**config.mk**
```make
export PLATFORM = sky130hd
export DESIGN_NAME = branch_resolve_unit
export DESIGN_NICKNAME = d
export VERILOG_FILES = /design/src/rtl/branch_resolve_unit.sv
export SDC_FILE = /design/constraint.sdc
export NUM_CORES = 1
export LEC_CHECK = 0
export ABC_AREA = 0
export BUFFER_PORTS_ARGS = -buffer_cell sky130_fd_sc_hd__clkbuf_2
export CORE_ASPECT_RATIO = 1.4
export CORE_MARGIN = 2
export CORE_UTILIZATION = 40
export DETAILED_ROUTE_END_ITERATION = 10
export PLACE_DENSITY_LB_ADDON = 0.1
export SETUP_SLACK_MARGIN = 0.4
export SLEW_MARGIN = 30
export SYNTH_ARGS = -nofsm -noshare
export SYNTH_HDL_FRONTEND = slang
export SYNTH_SLANG_ARGS = --single-unit
```
**constraint.sdc**
```tcl
create_clock -name clk -period 13.2 [get_ports clk]
set_input_delay 3.96 -clock clk [delete_from_list [all_inputs] [get_ports clk]]
set_output_delay 3.96 -clock clk [all_outputs]
set_load 0.02 [all_outputs]
```
**src/rtl/branch_resolve_unit.sv**
```systemverilog
// EX-stage branch/jump resolution: redirect, flush, misalign trap,
// 2-bit BHT for ID-stage prediction and branch performance counters.
module branch_resolve_unit #(
  parameter int         BHT_IDX_W = 6,
  parameter logic [1:0] BHT_INIT  = 2'b01,
  parameter int         CNT_W     = 32
) (
  input  logic             clk,
  input  logic             rst,
  input  logic [31:0]      id_pc,
  output logic             id_pred_taken,
  input  logic             ex_valid,
  input  logic             ex_stall,
  input  logic             ex_is_branch,
  input  logic             ex_is_jal,
  input  logic             ex_is_jalr,
  input  logic [31:0]      ex_pc,
  input  logic [31:0]      ex_imm,
  input  logic [31:0]      ex_rs1,
  input  logic             ex_pred_taken,
  input  logic             branch_taken,
  output logic             redirect_valid,
  output logic [31:0]      redirect_pc,
  output logic             flush,
  output logic             misalign_exc,
  output logic [31:0]      misalign_addr,
  output logic [CNT_W-1:0] branch_cnt,
  output logic [CNT_W-1:0] mispred_cnt
);

  localparam int N = 1 << BHT_IDX_W;

  logic [1:0]       bht_q [N];
  logic             redirect_valid_q, redirect_valid_d;
  logic [31:0]      redirect_pc_q, redirect_pc_d;
  logic             flush_q, flush_d;
  logic             misalign_exc_q, misalign_exc_d;
  logic [31:0]      misalign_addr_q, misalign_addr_d;
  logic [CNT_W-1:0] branch_cnt_q, branch_cnt_d;
  logic [CNT_W-1:0] mispred_cnt_q, mispred_cnt_d;
  logic             squash_q, squash_d;

  logic                 resolve, actual, mispredict;
  logic                 misalign, redir;
  logic [31:0]          target, fallthrough, correct_pc;
  logic                 bht_we;
  logic [BHT_IDX_W-1:0] bht_idx;
  logic [1:0]           bht_cur, bht_wdata;

  always_comb begin
    resolve     = ex_valid & ~ex_stall & ~squash_q &
                  (ex_is_branch | ex_is_jal | ex_is_jalr);
    actual      = ex_is_branch ? branch_taken : 1'b1;
    target      = ex_is_jalr ? ((ex_rs1 + ex_imm) & ~32'h1)
                             : (ex_pc + ex_imm);
    fallthrough = ex_pc + 32'd4;
    correct_pc  = actual ? target : fallthrough;

    mispredict = 1'b0;
    unique case (1'b1)
      ex_is_branch: mispredict = actual != ex_pred_taken;
      ex_is_jal:    mispredict = ~ex_pred_taken;
      ex_is_jalr:   mispredict = 1'b1;
      default:      mispredict = 1'b0;
    endcase

    misalign = resolve & actual & target[1];
    redir    = resolve & mispredict & ~misalign;

    redirect_valid_d = redir;
    misalign_exc_d   = misalign;
    flush_d          = redir | misalign;
    redirect_pc_d    = redir ? correct_pc : redirect_pc_q;
    misalign_addr_d  = misalign ? target : misalign_addr_q;

    // wrong-path instr in EX stays dead while it is held by a stall
    squash_d = redir | misalign | (squash_q & ex_stall);

    branch_cnt_d  = branch_cnt_q;
    if (resolve & ex_is_branch)
      branch_cnt_d = branch_cnt_q + 1'b1;
    mispred_cnt_d = mispred_cnt_q;
    if (redir)
      mispred_cnt_d = mispred_cnt_q + 1'b1;

    bht_we  = resolve & ex_is_branch & ~misalign;
    bht_idx = ex_pc[BHT_IDX_W+1:2];
    bht_cur = bht_q[bht_idx];
    if (actual)
      bht_wdata = (bht_cur == 2'b11) ? 2'b11 : bht_cur + 2'd1;
    else
      bht_wdata = (bht_cur == 2'b00) ? 2'b00 : bht_cur - 2'd1;
  end

  always_ff @(posedge clk or posedge rst) begin
    if (rst) begin
      for (int i = 0; i < N; i++)
        bht_q[i] <= BHT_INIT;
    end else if (bht_we) begin
      bht_q[bht_idx] <= bht_wdata;
    end
  end

  always_ff @(posedge clk or posedge rst) begin
    if (rst) begin
      redirect_valid_q <= 1'b0;
      redirect_pc_q    <= '0;
      flush_q          <= 1'b0;
      misalign_exc_q   <= 1'b0;
      misalign_addr_q  <= '0;
      branch_cnt_q     <= '0;
      mispred_cnt_q    <= '0;
      squash_q         <= 1'b0;
    end else begin
      redirect_valid_q <= redirect_valid_d;
      redirect_pc_q    <= redirect_pc_d;
      flush_q          <= flush_d;
      misalign_exc_q   <= misalign_exc_d;
      misalign_addr_q  <= misalign_addr_d;
      branch_cnt_q     <= branch_cnt_d;
      mispred_cnt_q    <= mispred_cnt_d;
      squash_q         <= squash_d;
    end
  end

  // read of registered table gives pre-update value on same-entry write
  assign id_pred_taken  = bht_q[id_pc[BHT_IDX_W+1:2]][1];
  assign redirect_valid = redirect_valid_q;
  assign redirect_pc    = redirect_pc_q;
  assign flush          = flush_q;
  assign misalign_exc   = misalign_exc_q;
  assign misalign_addr  = misalign_addr_q;
  assign branch_cnt     = branch_cnt_q;
  assign mispred_cnt    = mispred_cnt_q;

  logic unused_pc_bits;
  assign unused_pc_bits = ^{id_pc[31:BHT_IDX_W+2], id_pc[1:0],
                            ex_pc[31:BHT_IDX_W+2], ex_pc[1:0]};

endmodule
```
# Word level (Yosys, flattened, before mapping)
# Cells that the tools add are included.
# Widths: inputs -> output; s select.
[word_totals] register_bits=260 mem_count=0 input_bits=137 latch_bits=0 rom_bits=0 ram_bits=0 out_inout_bits=132
[classes] n_shift=0 div=0 n_mux=16 bitwise_logic=20 n_mul=0 reduce_logical=2 eq_ne=2 add_sub_neg=7 magnitude_cmp=3
[op_table] op="$bwmux 128" count=1
[op_table] op="$add 32x1->32 const B" count=2
[op_table] op="$add 32x32->32" count=2
[op_table] op="$mux 32" count=2
[op_table] op="$add 32x3->32 const B" count=1
[op_table] op="$bmux 2 s6" count=2
[op_table] op="$mux 2" count=8
[op_table] op="$ge 7x7->1 const B" count=2
[op_table] op="$not 6->7" count=2
[op_table] op="$demux 2 s6" count=1
[op_table] op="$and 1x1->1" count=10
[op_table] op="$lt 7x1->1 const B" count=1
[op_table] op="$not 1->1" count=4
[op_table] op="$or 1x1->1" count=4
[op_table] op="$pmux 1 s3" count=1
[op_table] op="$add 2x1->2 const B" count=1
[op_table] op="$eq 2x2->1 const B" count=1
[op_table] op="$logic_not 2->1" count=1
[op_table] op="$sub 2x1->2 const B" count=1
[op_table] op="$logic_and 1x1->1" count=1
[op_table] op="$mux 1" count=1
[op_table] op="$ne 1x1->1" count=1

# Longest topological paths before layout
[logic_depth] depth_word=10 depth_mapped=14 mapped_depth_nobuf=13

# Least setup slack after synthesis
# No wires, ideal clock.
[synth_timing] kind="input port to output port" start="in id_pc[2]" end="out id_pred_taken" arrival_ns=6.441 path_buffers=2 t_required_ns=9.240 cell_stages=5 path_slack_ns=2.799 path_cell_list="clkbuf_1 -> buf_1 -> mux4_2 -> mux4_2 -> mux4_2"
[synth_between] elab_chain_cells=4
[synth_rtl] item="start: declaration" line="10" text="input logic [31:0] id_pc,"
[synth_rtl] item="$not 6->7 (not written as such)" line="127" text="assign id_pred_taken = bht_q[id_pc[BHT_IDX_W+1:2]][1];"
[synth_rtl] item="$bmux 2 s6" line="127"
[synth_rtl] item="$mux 2 (not written as such) (2 in series)" line="127"
[synth_rtl] item="end: declaration" line="11" text="output logic id_pred_taken,"
# Every way passes these cells. The select of a mux whose other input is x is not followed.

# Worst setup path after layout
# Ends and elaborated chain as after synthesis.

==> results.py <==
metrics = {
    "run_status": {
        "status": "finished, final reports clean",
    },
    "critical_path": {
        "end_kind": "output pin",
        "critical_path_arrival_ns": 6.26,
        "r2r-end": "mispred_cnt[24]",
        "worstPathMaxFanout": 16,
        "startpoint_type": "input port",
        "timing.rr.start": "squash_q",
        "critPathKind": "input port to output pin",
        "r2r_slack_ns": 9.35,
        "ff2ff_path_depth": 10,
        "cp_data_required_time_ns": 9.24,
    },
    "drt": {
        "drcViolationCount": 0,
        "dr.pass1.iters": 5,
        "vias_per_cell": 5.652,
        "drt_iter0_drc": 860,
        "vias": 13960,
        "ant_nets": 0,
        "post_drt_wl_per_cell_um": 22.03,
        "drt-total-wl_um": 54400,
    },
    "synth": {
        "synth_nets": 1894,
        "synth_ff_type": "dfrtp_1",
        "synthCells": 1691,
        "yosys-top-cells-count": "nand2_1, dfrtp_1, mux2_2",
        "syn_area_per_cell_um2": 9.971,
        "netlist_area_um2": 16860,
        "async_flop_share_pct": 100.0,
        "yosysMostFrequentCell": "nand2_1",
        "synth_top_area_cell": "dfrtp_1",
        "yosysSeqAreaShare_pct": 39.06,
        "yosys.cell_types.count": 81,
        "synth_warnings": 0,
        "synth_edf_count": 0,
        "netlist_top_cells_area": "dfrtp_1, dfstp_2, mux2_2",
        "ys_ff_latch": 260,
        "synth_top_area_share_pct": 29.09,
    },
    "placed_design": {
        "place_hpwl_um": 39650,
        "dpl_cell_area_um2": 18400,
        "gp_congestion": 0.9148,
        "portBuffers": 242,
    },
    "clock_network": {
        "ctsResizeCount": 0,
        "path_clk_slew_ns": 0.06,
        "cts_sinks": 260,
        "clockBufferDepth": 3,
        "cts-root-buf": "clkbuf_16",
        "clock_latency_ns": 0.59,
        "cts_buffers": 30,
        "cts.htree.levels": 1,
        "post-cts-setup-buffer-count": 0,
        "tritoncts": "built",
        "cts_hold_repair.buffers": 0,
    },
    "min_path": {
        "holdPathEnd": "branch_cnt[31]",
        "hold_class": "register to register",
        "holdPathStages": 1,
        "hp-start": "branch_cnt[31]",
    },
    "timing": {
        "skew_ns": 0.01969,
        "finalCritPeriodShare_pct": 77.41,
        "timing.hold.ws_ns": 0.4736,
        "finalSetupViolations": 0,
        "fin_crit_ns": 10.22,
        "tightest_slew_ns": 1.070,
        "hold_viol_final": 0,
        "rsz0062_at_grt": "no",
        "clock.fmax_mhz": 97.86,
        "max_slew_margin_pct": 26.84,
        "setup-tns-final_ns": 0,
        "maxSlewViolCount": 0,
    },
    "global_route": {
        "grt_pass1_vias": 14280,
        "grtUsageTotal_pct": 24.66,
        "antenna_found_initial": 0,
        "grt_max_degree": 171,
        "grt.overflow.total": 0,
        "grt_pass1_wl_um": 82810,
    },
    "floorplanning": {
        "row_count": 89,
        "start_util_pct": 40.27,
        "boundaryPins": 269,
        "coreArea_um2": 41870,
        "fp.dieW_um": 177.5,
        "die_area_um2": 43840,
        "die_y_um": 246.9,
    },
    "run": {
        "cap_violations": 0,
    },
    "layout": {
        "final_area_um2": 19500,
        "drive_gt1_share_pct": 29.88,
        "layout.nets": 2100,
        "syn2layout_area_growth_pct": 15.63,
        "fin_util_pct": 46.56,
    },
    "power_and_ir_drop": {
        "p_clk_share_pct": 34.2,
        "cell_internal_pwr_uw": 1698,
        "power.density_nw_per_um2": 132.9,
        "leakagePower_uw": 0.008928,
        "switchingPower_uw": 892.7,
        "switching_share_pct": 34.45,
        "vdd_drop_max_mv": 0.1387,
        "p_comb_share_pct": 27.3,
        "power_frac_seq_pct": 38.5,
    },
}
[sequential cells by signal, indices dropped and copies added, names as in the netlist]
| register | count |
|---|---|
| squash_q | 1 |
| branch_cnt | 32 |
| misalign_exc | 1 |
| flush | 1 |
| redirect_valid | 1 |
| misalign_addr | 32 |
| bht_q | 128 |
| redirect_pc | 32 |
| mispred_cnt | 32 |
[worst max path at each step]
stage,start,endpoint,slack (ns)
after floorplan,rst,bht_q[101],2.19
after CTS,id_pc[2],id_pred_taken,2.93
after detailed placement,id_pc[2],id_pred_taken,2.93
after global placement,id_pc[2],id_pred_taken,2.94
final,id_pc[2],id_pred_taken,2.98
after global routing,id_pc[2],id_pred_taken,2.89
[worst max-delay path: stages]
cell	delay (ns)
clkbuf_2	0.52
mux4_2	0.63
mux4_2	0.49
mux4_2	0.47
clkbuf_2	0.17
[final cells by class]
type                    count  area (um^2)
repair buffers            257         1356
fillers                  4151        22370
clock buffers              49        922.1
multi-input cells        1311         9669
diodes                      2        5.005
inverters                  37        146.4
flip-flops and latches    260         6586
clock inverters             7        127.6
well taps                 546        683.2
[cell usage in the layout, fill, tap and decap left out, drive strengths merged, types with 11 or more instances in the layout]
master and instances:
clkbuf 291, buf 15, mux2i 26, a22oi 11, nand4 38, a21o 35, o211ai 12, a211oi 20
dfrtp 196, dfstp 64, mux4 30, nor3 28, nand2b 11, and3 21, a21oi 89, xor2 42
xnor2 98, nand2 203, nor2 121, nand3 49, nor2b 24, ha 64, a221oi 13, o21ai 91
inv 37, mux2 149
[kinds of logic (layout without fill, tap and decap cells)]
family	Yosys count	in the layout	share of synthesized area, %
AOI/OAI and AO/OA	352	352	13.61
other	0	2	0
adders and majority gates	68	68	5.150
xor gates and xnor gates	141	141	7.406
and+or+nand+nor	545	545	15.33
DFF	260	260	39.06
muxes	205	205	15.72
buffers and inverters	120	350	3.718
[power by group through the flow]
stage	combinational, uW	clock, uW	sequential (uW)
2_1_floorplan	344	0	1110
3_3_place_gp	706	0	1010
3_5_place_dp	708	0	1010
4_1_cts	712	909	998
5_1_grt	771	942	1010
6_report	707	887	998
[metrics by stage]
stage	std cells	total power, uW	setup slack [ns]
global route	2467	2724	2.895
floorplan	1691	1451	2.191
CTS	2466	2619	2.925
finish	2469	2591	2.981
global placement	2410	1712	2.937
detailed placement	2410	1718	2.926
[layer usage]
layer  up-vias  share of wire (%)  global-route usage (%)
met4         0                4.7                   11.50
li1       6533                  -                       -
met5         -                  0                       0
met3       128                4.4                   3.336
met2       413                 52                   44.96
met1      6882                 38                   28.23
Note: power is estimated with default switching activity, not from simulation.
